[src/rtl/calendar_pkg.sv]
// Shared calendar types, constants and the Gregorian leap-year rule.
package calendar_pkg;

    typedef logic [4:0] day_t;
    typedef logic [3:0] month_t;

    localparam day_t   DAY_MIN   = 5'd1;
    localparam month_t MONTH_FEB = 4'd2;
    localparam month_t MONTH_MAX = 4'd12;

    function automatic logic is_leap(input int unsigned year);
        return ((year % 4 == 0) && (year % 100 != 0)) || (year % 400 == 0);
    endfunction

endpackage

[src/rtl/day_counter_if.sv]
// Signal bundle between the day counter and the rest of the calendar chain.
interface day_counter_if
    import calendar_pkg::*;
#(
    parameter int unsigned YEAR_W = 14
);
    logic              en_1;
    logic              adjust;
    logic              up;
    logic              down;
    logic              carry_in;
    month_t            month_bin;
    logic [YEAR_W-1:0] year_bin;
    day_t              day_bin;
    day_t              days_in_month;
    logic              carry_out;

    modport master (
        output en_1, adjust, up, down, carry_in, month_bin, year_bin,
        input  day_bin, days_in_month, carry_out
    );

    modport slave (
        input  en_1, adjust, up, down, carry_in, month_bin, year_bin,
        output day_bin, days_in_month, carry_out
    );
endinterface

[src/rtl/day_counter_month_length.sv]
// Combinational month length; illegal months report 31 days.
module month_length
    import calendar_pkg::*;
#(
    parameter int unsigned YEAR_W = 14
) (
    input  month_t            month_bin,
    input  logic [YEAR_W-1:0] year_bin,
    output day_t              days_in_month
);

    // Map month (and year for February) to its number of days.
    always_comb begin
        days_in_month = 5'd31;
        if (month_bin == MONTH_FEB) begin
            days_in_month = is_leap(32'(year_bin)) ? 5'd29 : 5'd28;
        end else if (month_bin <= MONTH_MAX) begin
            case (month_bin)
                4'd4, 4'd6, 4'd9, 4'd11: days_in_month = 5'd30;
                default:                 days_in_month = 5'd31;
            endcase
        end
    end

endmodule

[src/rtl/day_counter.sv]
// Day-of-month counter: counts on hour-counter carries, manual up/down adjust,
// clamps when the month shortens, and emits a carry to the month counter.
module day_counter
    import calendar_pkg::*;
#(
    parameter int unsigned YEAR_W      = 14,
    parameter int unsigned SYNC_STAGES = 2
) (
    input logic          clk_1Hz,
    input logic          rst,
    day_counter_if.slave bus
);

    logic [SYNC_STAGES-1:0] up_sync_q;
    logic [SYNC_STAGES-1:0] down_sync_q;
    logic                   up_prev_q;
    logic                   down_prev_q;
    logic                   up_pulse;
    logic                   down_pulse;
    logic                   count_step;
    day_t                   dim;
    day_t                   day_q, day_d;
    logic                   carry_q, carry_d;

    month_length #(
        .YEAR_W(YEAR_W)
    ) u_month_length (
        .month_bin    (bus.month_bin),
        .year_bin     (bus.year_bin),
        .days_in_month(dim)
    );

    // Synchronise the button levels, then keep one more stage for edge detection.
    always_ff @(posedge clk_1Hz or posedge rst) begin
        if (rst) begin
            up_sync_q   <= '0;
            down_sync_q <= '0;
            up_prev_q   <= 1'b0;
            down_prev_q <= 1'b0;
        end else begin
            up_sync_q   <= {up_sync_q[SYNC_STAGES-2:0], bus.up};
            down_sync_q <= {down_sync_q[SYNC_STAGES-2:0], bus.down};
            up_prev_q   <= up_sync_q[SYNC_STAGES-1];
            down_prev_q <= down_sync_q[SYNC_STAGES-1];
        end
    end

    // Edges fire regardless of mode so a held button never steps on entering adjust.
    assign up_pulse   = up_sync_q[SYNC_STAGES-1] & ~up_prev_q;
    assign down_pulse = down_sync_q[SYNC_STAGES-1] & ~down_prev_q;
    assign count_step = ~bus.adjust & bus.en_1 & bus.carry_in;

    // Next day: count increment beats adjust step beats clamp.
    always_comb begin
        day_d   = day_q;
        carry_d = 1'b0;
        if (count_step) begin
            if (day_q >= dim) begin
                day_d   = DAY_MIN;
                carry_d = 1'b1;
            end else begin
                day_d = day_q + 5'd1;
            end
        end else if (bus.adjust && (up_pulse ^ down_pulse)) begin
            if (up_pulse) begin
                day_d = (day_q >= dim) ? DAY_MIN : day_q + 5'd1;
            end else begin
                day_d = (day_q <= DAY_MIN) ? dim : day_q - 5'd1;
            end
        end else if (day_q > dim) begin
            day_d = dim;
        end
    end

    // Day and carry registers.
    always_ff @(posedge clk_1Hz or posedge rst) begin
        if (rst) begin
            day_q   <= DAY_MIN;
            carry_q <= 1'b0;
        end else begin
            day_q   <= day_d;
            carry_q <= carry_d;
        end
    end

    assign bus.day_bin       = day_q;
    assign bus.carry_out     = carry_q;
    assign bus.days_in_month = dim;

endmodule

[src/flat_wrapper.sv]
// flat-port wrapper written by rule: the top's interface ports become plain ports
module day_counter_flat import calendar_pkg::*;
#(
    parameter int unsigned YEAR_W      = 14,
    parameter int unsigned SYNC_STAGES = 2
)
  (clk_1Hz, rst, bus_en_1, bus_adjust, bus_up, bus_down, bus_carry_in, bus_month_bin, bus_year_bin, bus_day_bin, bus_days_in_month, bus_carry_out);
  day_counter_if #(.YEAR_W(YEAR_W)) bus_i ();
  input logic clk_1Hz;
  input logic rst;
  input wire logic [$bits(bus_i.en_1)-1:0] bus_en_1;
  input wire logic [$bits(bus_i.adjust)-1:0] bus_adjust;
  input wire logic [$bits(bus_i.up)-1:0] bus_up;
  input wire logic [$bits(bus_i.down)-1:0] bus_down;
  input wire logic [$bits(bus_i.carry_in)-1:0] bus_carry_in;
  input wire logic [$bits(bus_i.month_bin)-1:0] bus_month_bin;
  input wire logic [$bits(bus_i.year_bin)-1:0] bus_year_bin;
  output wire logic [$bits(bus_i.day_bin)-1:0] bus_day_bin;
  output wire logic [$bits(bus_i.days_in_month)-1:0] bus_days_in_month;
  output wire logic [$bits(bus_i.carry_out)-1:0] bus_carry_out;
  assign bus_i.en_1 = bus_en_1;
  assign bus_i.adjust = bus_adjust;
  assign bus_i.up = bus_up;
  assign bus_i.down = bus_down;
  assign bus_i.carry_in = bus_carry_in;
  assign bus_i.month_bin = bus_month_bin;
  assign bus_i.year_bin = bus_year_bin;
  assign bus_day_bin = bus_i.day_bin;
  assign bus_days_in_month = bus_i.days_in_month;
  assign bus_carry_out = bus_i.carry_out;
  day_counter #(.YEAR_W(YEAR_W), .SYNC_STAGES(SYNC_STAGES)) u_core (.clk_1Hz(clk_1Hz), .rst(rst), .bus(bus_i));
endmodule
[config.mk]
export PLATFORM = sky130hd
export DESIGN_NAME = day_counter_flat
export DESIGN_NICKNAME = d
export VERILOG_FILES = /design/src/rtl/calendar_pkg.sv /design/src/rtl/day_counter_if.sv /design/src/rtl/day_counter_month_length.sv /design/src/rtl/day_counter.sv /design/src/flat_wrapper.sv
export SDC_FILE = /design/constraint.sdc
export NUM_CORES = 1
export LEC_CHECK = 0
export CAP_MARGIN = 10
export CORE_ASPECT_RATIO = 0.75
export CORE_MARGIN = 1.5
export CORE_UTILIZATION = 50
export DETAILED_ROUTE_END_ITERATION = 7
export PLACE_DENSITY = 0.85
export SLEW_MARGIN = 15
export SYNTH_ARGS = -nofsm -noshare
export SYNTH_HDL_FRONTEND = slang
export SYNTH_SLANG_ARGS = --single-unit
[constraint.sdc]
create_clock -name clk_1Hz -period 12.9 [get_ports clk_1Hz]
set_input_delay 2.58 -clock clk_1Hz [delete_from_list [all_inputs] [get_ports clk_1Hz]]
set_output_delay 2.58 -clock clk_1Hz [all_outputs]
set_load 0.01 [all_outputs]
==> flow_metrics.env, run 1 <==
export IMPL_status="finished, final reports clean"
export IMPL_clock_path_buffers=2
export IMPL_layout_common_cells="33 x nand2_1, 31 x clkdlybuf4s50_1, 22 x o21ai_0"
export IMPL_crit_path_start_kind="primary input"
export IMPL_core_mm2=0.00462
export IMPL_syn_area_per_cell_um2=7.29
export IMPL_grt_pass1_wl_um=11500
export IMPL_netlist_instances=340
export IMPL_ys_seq_elements=12
export IMPL_netlist_area_mm2=0.00248
export IMPL_fillers=395
export IMPL_pwr_share_seq=0.157
export IMPL_r2r_start="u_core.bus.day_bin[0]"
export IMPL_yosysTopAreaCell="dfrtp_1"
export IMPL_cts_buffers=3
export IMPL_ant_nets=0
export IMPL_start_util=0.536
export IMPL_drv_cap=0
export IMPL_final_period_utilization=0.967
export IMPL_setup_tns_ps=0
export IMPL_maxSlewViolCount=0
export IMPL_hold_violations=0
export IMPL_wirelength_um=6800
export IMPL_fp_dieW_um=84.3
export IMPL_hp_class="reg -> reg"
export IMPL_synth_area_leaders="dfrtp_1 11%, nand2_1 5.0%, o21ai_0 4.4%"
export IMPL_cts_htree_levels=1
export IMPL_first_pass_iters=5
export IMPL_insertion_delay_ps=250
export IMPL_clkTransAtPathRegs_ps=50
export IMPL_die_h_um=64.0
export IMPL_r2r_setup_slack_ps=10330
export IMPL_ys_async_sr_fraction=1.00
export IMPL_rsz0062_at_grt="no"
export IMPL_yosysWarnings=0
export IMPL_pwr_share_comb=0.744
export IMPL_synthFlopType="dfrtp_1"
export IMPL_root_buffer="clkbuf_8"
export IMPL_period_needed_ps=12470
export IMPL_power_frac_clock=0.100
export IMPL_p_sw_frac=0.488
export IMPL_drt_iter0_markers=215
export IMPL_cp_max_fo=9
export IMPL_gp_congestion=0.906
export IMPL_hpwl_um=5120
export IMPL_pwr_density_cell_mw_per_mm2=144
export IMPL_leakage_uw=0.00115
export IMPL_path_class="in -> out"
export IMPL_drcViolationCount=0
export IMPL_instances_no_fill=420
export IMPL_grt_max_degree=18
export IMPL_grt_usage=0.250
export IMPL_area_growth_pct=17.3
export IMPL_p_int_uw=214
export IMPL_grt_util_met2=0.416
export IMPL_rr_endpoint="u_core.bus.day_bin[0]"
export IMPL_finalClockSkew_ps=2.87
export IMPL_avgRoutedWirePerCell_um=16.2
export IMPL_cts_sinks=12
export IMPL_antenna_found_initial=0
export IMPL_critPathLaunch="bus_year_bin[9]"
export IMPL_via_per_inst=6.78
export IMPL_cp_data_arrival_time_ps=9890
export IMPL_io_pins=36
export IMPL_grt_overflow=0
export IMPL_die_area_mm2=0.00540
export IMPL_critPathRequiredTime_ps=10320
export IMPL_grt_pass1_vias=2539
export IMPL_switching_power_uw=204
export IMPL_grt_busiest_layer="met2"
export IMPL_slew_headroom=0.548
export IMPL_antenna_cells=0
export IMPL_placed_cells=415
export IMPL_r2r_worst_path_cells=11
export IMPL_netlist_area_leader_share=0.111
export IMPL_synth_distinct_cells=79
export IMPL_fmax_mhz=80.2
export IMPL_vias=2849
export IMPL_nets=395
export IMPL_cts_tree="done"
export IMPL_critPathCaptureType="output port"
export IMPL_hold_buffers=0
export IMPL_finalSetupViolCount=0
export IMPL_use_met3=0.0323
export IMPL_synth_edf_count=0
export IMPL_drive_above_1_share=0.102
export IMPL_rows=21
export IMPL_critPathCapture="bus_days_in_month[0]"
export IMPL_layout_commonest_cell="nand2_1"
export IMPL_portBuffers=32
export IMPL_grt_met1_usage=0.346
export IMPL_peakVddDrop_mv=0.130
export IMPL_yosysSeqAreaShare=0.122
export IMPL_worst_pin_slew_ps=672
==> cell families after synthesis <==
family | count (synthesis) | share of synthesized area
AOI/OAI and AO/OA | 131 | 0.395
buffers and inverters | 33 | 0.0605
xor gates and xnor gates | 12 | 0.0424
adders and majority gates | 11 | 0.0510
muxes | 11 | 0.0494
and+or+nand+nor | 129 | 0.279
DFF | 12 | 0.122
other | 1 | 0.00151
==> flip-flops by register name, summed over array words and instances, names as in the netlist <==
| name | flops |
|---|---|
| u_core.down_prev_q | 1 |
| u_core.up_prev_q | 1 |
| u_core.bus.carry_out | 1 |
| u_core.down_sync_q | 2 |
| u_core.bus.day_bin | 5 |
| u_core.up_sync_q | 2 |
==> synth_stat cells (3+ instances only) <==
master and number:
or2_1 3, clkbuf_1 10, and3_1 5, or2_2 6
mux2i_1 7, or3_1 4, inv_1 12, buf_4 6
o21ai_0 22, a21o_1 5, o21ai_1 3, o31ai_1 3
nand2_1 33, and2_1 7, xor2_1 4, a31oi_1 8
o31a_1 4, o22ai_1 3, ha_1 6, nor3_1 6
and3b_1 3, nand4_1 5, a211o_1 3, o211ai_1 11
o21a_1 7, xnor2_1 8, nand3b_1 4, dfrtp_1 11
nand3_1 10, a21oi_1 18, o221ai_1 4, nand2b_1 9
maj3_1 4, a22o_1 3, nor2_1 21
==> worst min-delay path by stage <==
stage / to / cells after the start / slack (ps) / from
floorplan: u_core.down_sync_q[1] / 0 / 330 / u_core.down_sync_q[0]
global placement: u_core.down_sync_q[1] / 0 / 330 / u_core.down_sync_q[0]
detailed placement: u_core.up_sync_q[1] / 0 / 340 / u_core.up_sync_q[0]
CTS: u_core.up_sync_q[1] / 0 / 350 / u_core.up_sync_q[0]
global route: u_core.down_sync_q[1] / 0 / 360 / u_core.down_sync_q[0]
finish: u_core.down_sync_q[1] / 0 / 360 / u_core.down_sync_q[0]
==> stage by stage <==
step	util	total power, µW	area, µm²	worst slack, ps	hold slack [ps]
5_1_grt	0.629	453	2910	71.6	357
6_report	0.629	419	2910	426	357
2_1_floorplan	-	291	2490	1870	331
3_3_place_gp	0.608	356	2810	469	333
3_5_place_dp	0.608	363	2810	267	343
4_1_cts	0.620	407	2870	239	354
==> what timing repair did <==
item / in CTS / in global routing
setup endpoints to repair: 0 / 1
resized for setup: 0 / 7
setup buffers: 0 / 1
==> layout make-up <==
cell class | count | area, µm² | area share
multi-input combinational | 297 | 2070 | 0.711
timing repair buffer | 38 | 368 | 0.126
sequential | 12 | 302 | 0.104
tap | 57 | 71.3 | 0.0245
clock buffer | 4 | 55.1 | 0.0189
inverter | 12 | 45.0 | 0.0155
==> critical path, stage by stage <==
cell,delay (ps)
clkdlybuf4s50_1,570
nor3_4,280
nor2_1,70
ha_1,300
nand2b_1,190
a221o_1,440
o221ai_2,210
mux2_2,400
and2_1,200
or3_1,460
o32ai_1,500
nor3b_2,120
mux2_4,320
a22oi_2,120
a31oi_1,150
buf_4,200
o21a_1,180
o221a_1,270
o31a_1,340
maj3_2,310
a32o_1,300
mux2_4,300
a311oi_1,260
o221a_2,260
clkdlybuf4s50_1,550
==> layer usage <==
layer / up-vias / part of all wire
li1: 1355 / -
met3: 13 / 0.064
met5: - / 0
met2: 138 / 0.47
met1: 1343 / 0.46
met4: 0 / 0.0091
==> power groups by stage <==
| stage | logic, µW | registers (µW) | clock network (µW) |
|---|---|---|---|
| finish | 311 | 65.6 | 41.7 |
| global route | 342 | 68.1 | 43.2 |
| CTS | 301 | 65.2 | 41.5 |
| detailed placement | 298 | 65.8 | 0 |
| global placement | 291 | 65.7 | 0 |
| floorplan | 231 | 59.8 | 0 |
No activity file was read; power rests on OpenSTA's default activity.
==> run 2: changes to the inputs <==
CAP_MARGIN = default   (was 10)
==> results of run 2 <==
The final DEF is identical to that of run 1; final timing and power are the same.
==> run 3: changes to the inputs <==
CTS_CLUSTER_DIAMETER = 30   (was default)
==> results of run 3 <==
The final DEF is identical to that of run 1; final timing and power are the same.
